--- config.mk ---
export PLATFORM = sky130hd
export DESIGN_NAME = sum_display_scanner
export DESIGN_NICKNAME = d
export VERILOG_FILES = /design/src/rtl/sum_display_scanner.sv
export SDC_FILE = /design/constraint.sdc
export NUM_CORES = 1
export LEC_CHECK = 0
export ABC_AREA = 1
export CORE_MARGIN = 5
export CORE_UTILIZATION = 30
export DETAILED_ROUTE_END_ITERATION = 6
export SYNTH_ARGS = -nofsm -noshare
export SYNTH_HDL_FRONTEND = slang
export SYNTH_SLANG_ARGS = --single-unit
--- constraint.sdc ---
create_clock -name clk -period 1.4 [get_ports clk]
set_input_delay 0.28 -clock clk [delete_from_list [all_inputs] [get_ports clk]]
set_output_delay 0.28 -clock clk [all_outputs]
set_load 0.03 [all_outputs]
--- src/rtl/sum_display_scanner.sv ---
// sum_display_scanner
//   Shows the adder result {carry-out, SUM[3:0]} as a decimal number on a
//   4-digit, common-anode seven-segment display.
//   - A double-dabble engine converts the binary value to BCD. It runs one
//     iteration per cycle behind a load/busy/done handshake.
//   - A refresh counter multiplexes the four digits in time.
//   - Leading-zero digits can be blanked. Digit 0 is never blanked.
//
// Ports
//   clk     system clock, rising edge
//   rst     synchronous, active-high reset
//   sum_in  binary value to display (MSB is the adder carry-out)
//   load    single-cycle request to capture sum_in and start a conversion
//   busy    high while a conversion is in progress
//   done    one-cycle pulse when the new value reaches the display register
//   seg     segment drive, active-low, {g,f,e,d,c,b,a}
//   an      digit enables, active-low, an[0] = ones digit
//   dp      decimal point, active-low, always off
module sum_display_scanner #(
  parameter int IN_WIDTH    = 5,
  parameter int REFRESH_DIV = 100000,
  parameter bit BLANK_LZ    = 1'b1
) (
  input  logic                clk,
  input  logic                rst,
  input  logic [IN_WIDTH-1:0] sum_in,
  input  logic                load,
  output logic                busy,
  output logic                done,
  output logic [6:0]          seg,
  output logic [3:0]          an,
  output logic                dp
);

  localparam int CNT_W  = $clog2(REFRESH_DIV);
  localparam int ITER_W = 4;

  typedef enum logic [1:0] {IDLE, CONVERT, COMMIT} state_t;

  state_t state_reg, state_next;

  logic [IN_WIDTH-1:0]    bin_reg;
  logic [15:0]            bcd_reg;
  logic [15:0]            bcd_adj;
  logic [IN_WIDTH+15:0]   shifted;
  logic [ITER_W-1:0]      iter_reg;
  logic [15:0]            display_reg;
  logic                   busy_reg;
  logic                   done_reg;
  logic [CNT_W-1:0]       cnt_reg;
  logic [1:0]             idx_reg;
  logic [3:0]             blank;
  logic [3:0]             an_reg;
  logic [6:0]             seg_reg;

  // Double-dabble step: add 3 to every nibble >= 5, then shift {bcd, bin}.
  // The MSB of the BCD field falls off the top of the shift; it is always
  // zero because the input range fits in four BCD digits.
  for (genvar gi = 0; gi < 4; gi++) begin : g_adj
    assign bcd_adj[gi*4 +: 4] = (bcd_reg[gi*4 +: 4] >= 4'd5)
                              ? bcd_reg[gi*4 +: 4] + 4'd3
                              : bcd_reg[gi*4 +: 4];
  end

  assign shifted = {bcd_adj, bin_reg} << 1;

  // Converter FSM
  always_ff @(posedge clk) begin
    if (rst) state_reg <= IDLE;
    else     state_reg <= state_next;
  end

  always_comb begin
    state_next = state_reg;
    case (state_reg)
      IDLE:    if (load) state_next = CONVERT;
      CONVERT: if (iter_reg == ITER_W'(IN_WIDTH - 1)) state_next = COMMIT;
      COMMIT:  state_next = IDLE;
      default: state_next = IDLE;
    endcase
  end

  // Converter datapath. The display register only changes in COMMIT, so a
  // conversion in progress never shows a partial value.
  always_ff @(posedge clk) begin
    if (rst) begin
      bin_reg     <= '0;
      bcd_reg     <= '0;
      iter_reg    <= '0;
      display_reg <= '0;
      busy_reg    <= 1'b0;
      done_reg    <= 1'b0;
    end else begin
      busy_reg <= (state_next != IDLE);
      done_reg <= (state_reg == COMMIT);
      case (state_reg)
        IDLE: begin
          if (load) begin
            bin_reg  <= sum_in;
            bcd_reg  <= '0;
            iter_reg <= '0;
          end
        end
        CONVERT: begin
          bcd_reg  <= shifted[IN_WIDTH+15:IN_WIDTH];
          bin_reg  <= shifted[IN_WIDTH-1:0];
          iter_reg <= iter_reg + 1'b1;
        end
        COMMIT: display_reg <= bcd_reg;
        default: ;
      endcase
    end
  end

  // Refresh timer: each digit stays lit for REFRESH_DIV cycles.
  always_ff @(posedge clk) begin
    if (rst) begin
      cnt_reg <= '0;
      idx_reg <= '0;
    end else if (cnt_reg == CNT_W'(REFRESH_DIV - 1)) begin
      cnt_reg <= '0;
      idx_reg <= idx_reg + 1'b1;
    end else begin
      cnt_reg <= cnt_reg + 1'b1;
    end
  end

  // Digit k > 0 is blank when it and every higher digit are zero.
  assign blank[0] = 1'b0;
  for (genvar gi = 1; gi < 4; gi++) begin : g_blank
    assign blank[gi] = BLANK_LZ && (display_reg[15:gi*4] == '0);
  end

  function automatic logic [6:0] decode(input logic [3:0] d);
    case (d)
      4'd0:    decode = 7'b1000000;
      4'd1:    decode = 7'b1111001;
      4'd2:    decode = 7'b0100100;
      4'd3:    decode = 7'b0110000;
      4'd4:    decode = 7'b0011001;
      4'd5:    decode = 7'b0010010;
      4'd6:    decode = 7'b0000010;
      4'd7:    decode = 7'b1111000;
      4'd8:    decode = 7'b0000000;
      4'd9:    decode = 7'b0011000;
      default: decode = 7'b1111111;
    endcase
  endfunction

  // Output drive, registered from the current digit index.
  always_ff @(posedge clk) begin
    if (rst) begin
      an_reg  <= 4'b1111;
      seg_reg <= 7'b1111111;
    end else if (blank[idx_reg]) begin
      an_reg  <= 4'b1111;
      seg_reg <= 7'b1111111;
    end else begin
      an_reg  <= ~(4'b0001 << idx_reg);
      seg_reg <= decode(display_reg[idx_reg*4 +: 4]);
    end
  end

  assign busy = busy_reg;
  assign done = done_reg;
  assign an   = an_reg;
  assign seg  = seg_reg;
  assign dp   = 1'b1;

endmodule

==> reports/qor.yml <==
detailed_routing:
  routed_wl_um: 7990
  drt_iter0_drc: 175
  post_drt_wl_per_cell_um: 11.5
  first_pass_iters: 4
  vias: 3287
  drc: 0
  viasPerCell: 4.74
  drtAntennaViolNets: 0
min_path:
  min_to: "bin_reg[0]$_SDFFE_PP0P_"
  hp-start: "bin_reg[0]$_SDFFE_PP0P_"
  hp-class: "reg2reg"
  hold_depth: 2
critical_path:
  r2r_start: "idx_reg[0]$_SDFFE_PP0N_"
  critical_path_class: "reg2reg"
  startpoint: "idx_reg[0]$_SDFFE_PP0N_"
  crit_fanout: 6
  cp-end-kind: "register"
  arrival_ns: 1.63
  worstPathRequired_ns: 1.62
  r2r_cells: 9
  reg2reg_slack_ns: -0.01
  r2r_end: "seg[6]$_SDFF_PP1_"
  setup.worst_path.start_class: "register"
yosys:
  avgSynthCellArea_um2: 7.32
  synthCells: 498
  ys_warn_count: 0
  syn-cell-area_mm2: 0.00364
  seq_area_frac_synth: 0.412
  yosys.cell_types.count: 33
  syn_nets: 526
  synth-seq-cells: 75
clock_tree:
  clk-insertion-delay-late_ns: 0.33
  clkSlewWorstSetupHoldPaths_ns: 0.06
  cts.sinks: 75
  cts_hold_buf: 0
  cts_buffers: 9
  cts_buffer_depth: 2
  htreeDepth: 3
  cts_tree: "built"
  cts_root_buffer: "clkbuf_16"
sta:
  rsz0062_at_grt: "true"
  slew_violations: 0
  timing.final.crit_share: 1.01
  finalSetupViolations: 1
  hold_slack_ns: 0.466
  fin_skew_ns: 0.00847
  max_freq_mhz: 709
  setup_slack_ns: -0.0108
  hold_viol: 0
  fin_setup_tns_ns: -0.0108
  period_needed_ns: 1.41
layout:
  syn2layout_area_growth_pct: 28.8
  final_cell_mix: "nand2_1 (109), dfxtp_1 (70), nor2_1 (43), a21oi_1 (41), nand3_1 (40)"
  drive_gt1_frac: 0.194
  num_antenna_cells: 0
  stdcell_count: 693
  utilization: 0.392
  layout_commonest_cell: "nand2_1"
  final_nets: 570
  largest_reg_flops: 17
placed_design:
  placedCellCount: 672
  io_buffers: 20
  hpwl_um: 5490
  place.gp.congestion: 0.826
grt:
  grt_usage: 0.108
  antenna_found_initial: 0
  grt_overflow: 0
  grt_pass1_wl_um: 12900
  grt_max_degree: 32
  grt_pass1_vias: 3029
outcome:
  status: "finished, violations left"
  violations: "negative setup slack"
die:
  pin_count: 22
  rows: 40
  die_y_um: 120
  die_w_um: 120
  core-area_mm2: 0.0120
  dieArea_mm2: 0.0144
  initial_core_util: 0.305
power_and_ir_drop:
  p_per_area_mw_per_mm2: 1050
  irDropWorstVdd_mv: 0.484
  leakage_nw: 1.89
run:
  drv_cap: 0
## power by group
part | internal, mW | switching (mW) | total, mW
Clock | 1.59 | 0.839 | 2.43
Combinational | 0.112 | 0.195 | 0.307
Sequential | 2.18 | 0.0265 | 2.20
Total | 3.88 | 1.06 | 4.94
## per-layer routing
metal | wire length, um | share of wire | vias to the layer above | GRT usage
met5 | 0 | 0 | - | 0
met3 | 327 | 0.041 | 12 | 0.0393
li1 | - | - | 1726 | -
met2 | 3840 | 0.48 | 50 | 0.182
met4 | 114 | 0.014 | 0 | 0.0365
met1 | 3700 | 0.46 | 1499 | 0.127
## stage by stage
step / area, um^2 / worst slack, ns / total power, mW
floorplan: 3650 / 0.0171 / 2.45
global placement: 4130 / -0.242 / 2.54
detailed placement: 4130 / -0.294 / 2.55
CTS: 4450 / -0.0283 / 4.98
global route: 4690 / -0.108 / 5.13
finish: 4690 / -0.0108 / 4.94
## worst max-delay path, stage by stage, from the launching register on
cell      delay [ns]
dfxtp_4         0.38
buf_6           0.13
nand2_2         0.05
nand3_2         0.08
nand2_4         0.12
inv_4           0.05
ha_4            0.14
nand3b_1        0.17
nand3_1         0.10
nand3_1         0.07
## cell usage after synthesis
| cell | count | area share |
|---|---|---|
| o211ai_1 | 2 | 0.0041 |
| nand3_1 | 53 | 0.073 |
| nor2_4 | 2 | 0.0062 |
| buf_2 | 3 | 0.0041 |
| nand3_2 | 2 | 0.0055 |
| xor2_1 | 4 | 0.0096 |
| nand2_1 | 120 | 0.12 |
| a211oi_1 | 1 | 0.0021 |
| dfxtp_1 | 75 | 0.41 |
| xnor2_1 | 2 | 0.0048 |
| or2_2 | 1 | 0.0017 |
| nand2_4 | 1 | 0.0031 |
| inv_1 | 46 | 0.047 |
| buf_4 | 8 | 0.016 |
| buf_1 | 1 | 0.0010 |
| buf_6 | 1 | 0.0031 |
| ha_1 | 20 | 0.069 |
| nand4_1 | 15 | 0.026 |
| a21oi_1 | 43 | 0.059 |
| nor3_1 | 2 | 0.0027 |
| nor2_1 | 43 | 0.044 |
| or2_0 | 2 | 0.0034 |
| nor3_2 | 1 | 0.0027 |
| nor2_2 | 1 | 0.0017 |
| clkbuf_1 | 4 | 0.0041 |
| a22oi_1 | 2 | 0.0041 |
| nand2_2 | 5 | 0.0086 |
| nand3b_1 | 3 | 0.0062 |
| a31oi_1 | 3 | 0.0052 |
| o21ai_0 | 27 | 0.037 |
| inv_2 | 3 | 0.0031 |
| nor3_4 | 1 | 0.0045 |
| conb_1 | 1 | 0.0010 |
## worst max-delay path by stage
stage | to | depth (start not counted)
CTS | seg[3]$_SDFF_PP1_ | 8
global placement | bin_reg[2]$_SDFFE_PP0P_ | 8
detailed placement | bcd_reg[11]$_SDFFE_PP0P_ | 6
floorplan | seg[5]$_SDFF_PP1_ | 10
global route | seg[6]$_SDFF_PP1_ | 9
finish | seg[6]$_SDFF_PP1_ | 9
## timing repair
item                       CTS  global route
setup endpoints to repair   24            53
setup buffers                0             4
pin swaps                    1            14
cloned                       0             2
resized for setup           20            59
## cell families after synthesis
| kind of cell | count (synthesis) | synth area share |
|---|---|---|
| AOI/OAI and AO/OA | 78 | 0.112 |
| xor gates and xnor gates | 6 | 0.0144 |
| adders and majority gates | 20 | 0.0687 |
| buffers and inverters | 66 | 0.0793 |
| DFF | 75 | 0.412 |
| other | 1 | 0.00103 |
| and+or+nand+nor | 252 | 0.313 |
## area by class of cell
type,count,area [um^2]
inverter,49,191
sequential,75,1510
fill,1209,7270
tap,147,184
clock buffer,10,239
timing repair buffer,49,442
clock inverter,5,77.6
multi-input combinational,358,2050
Power figures use the tool's default switching activity.
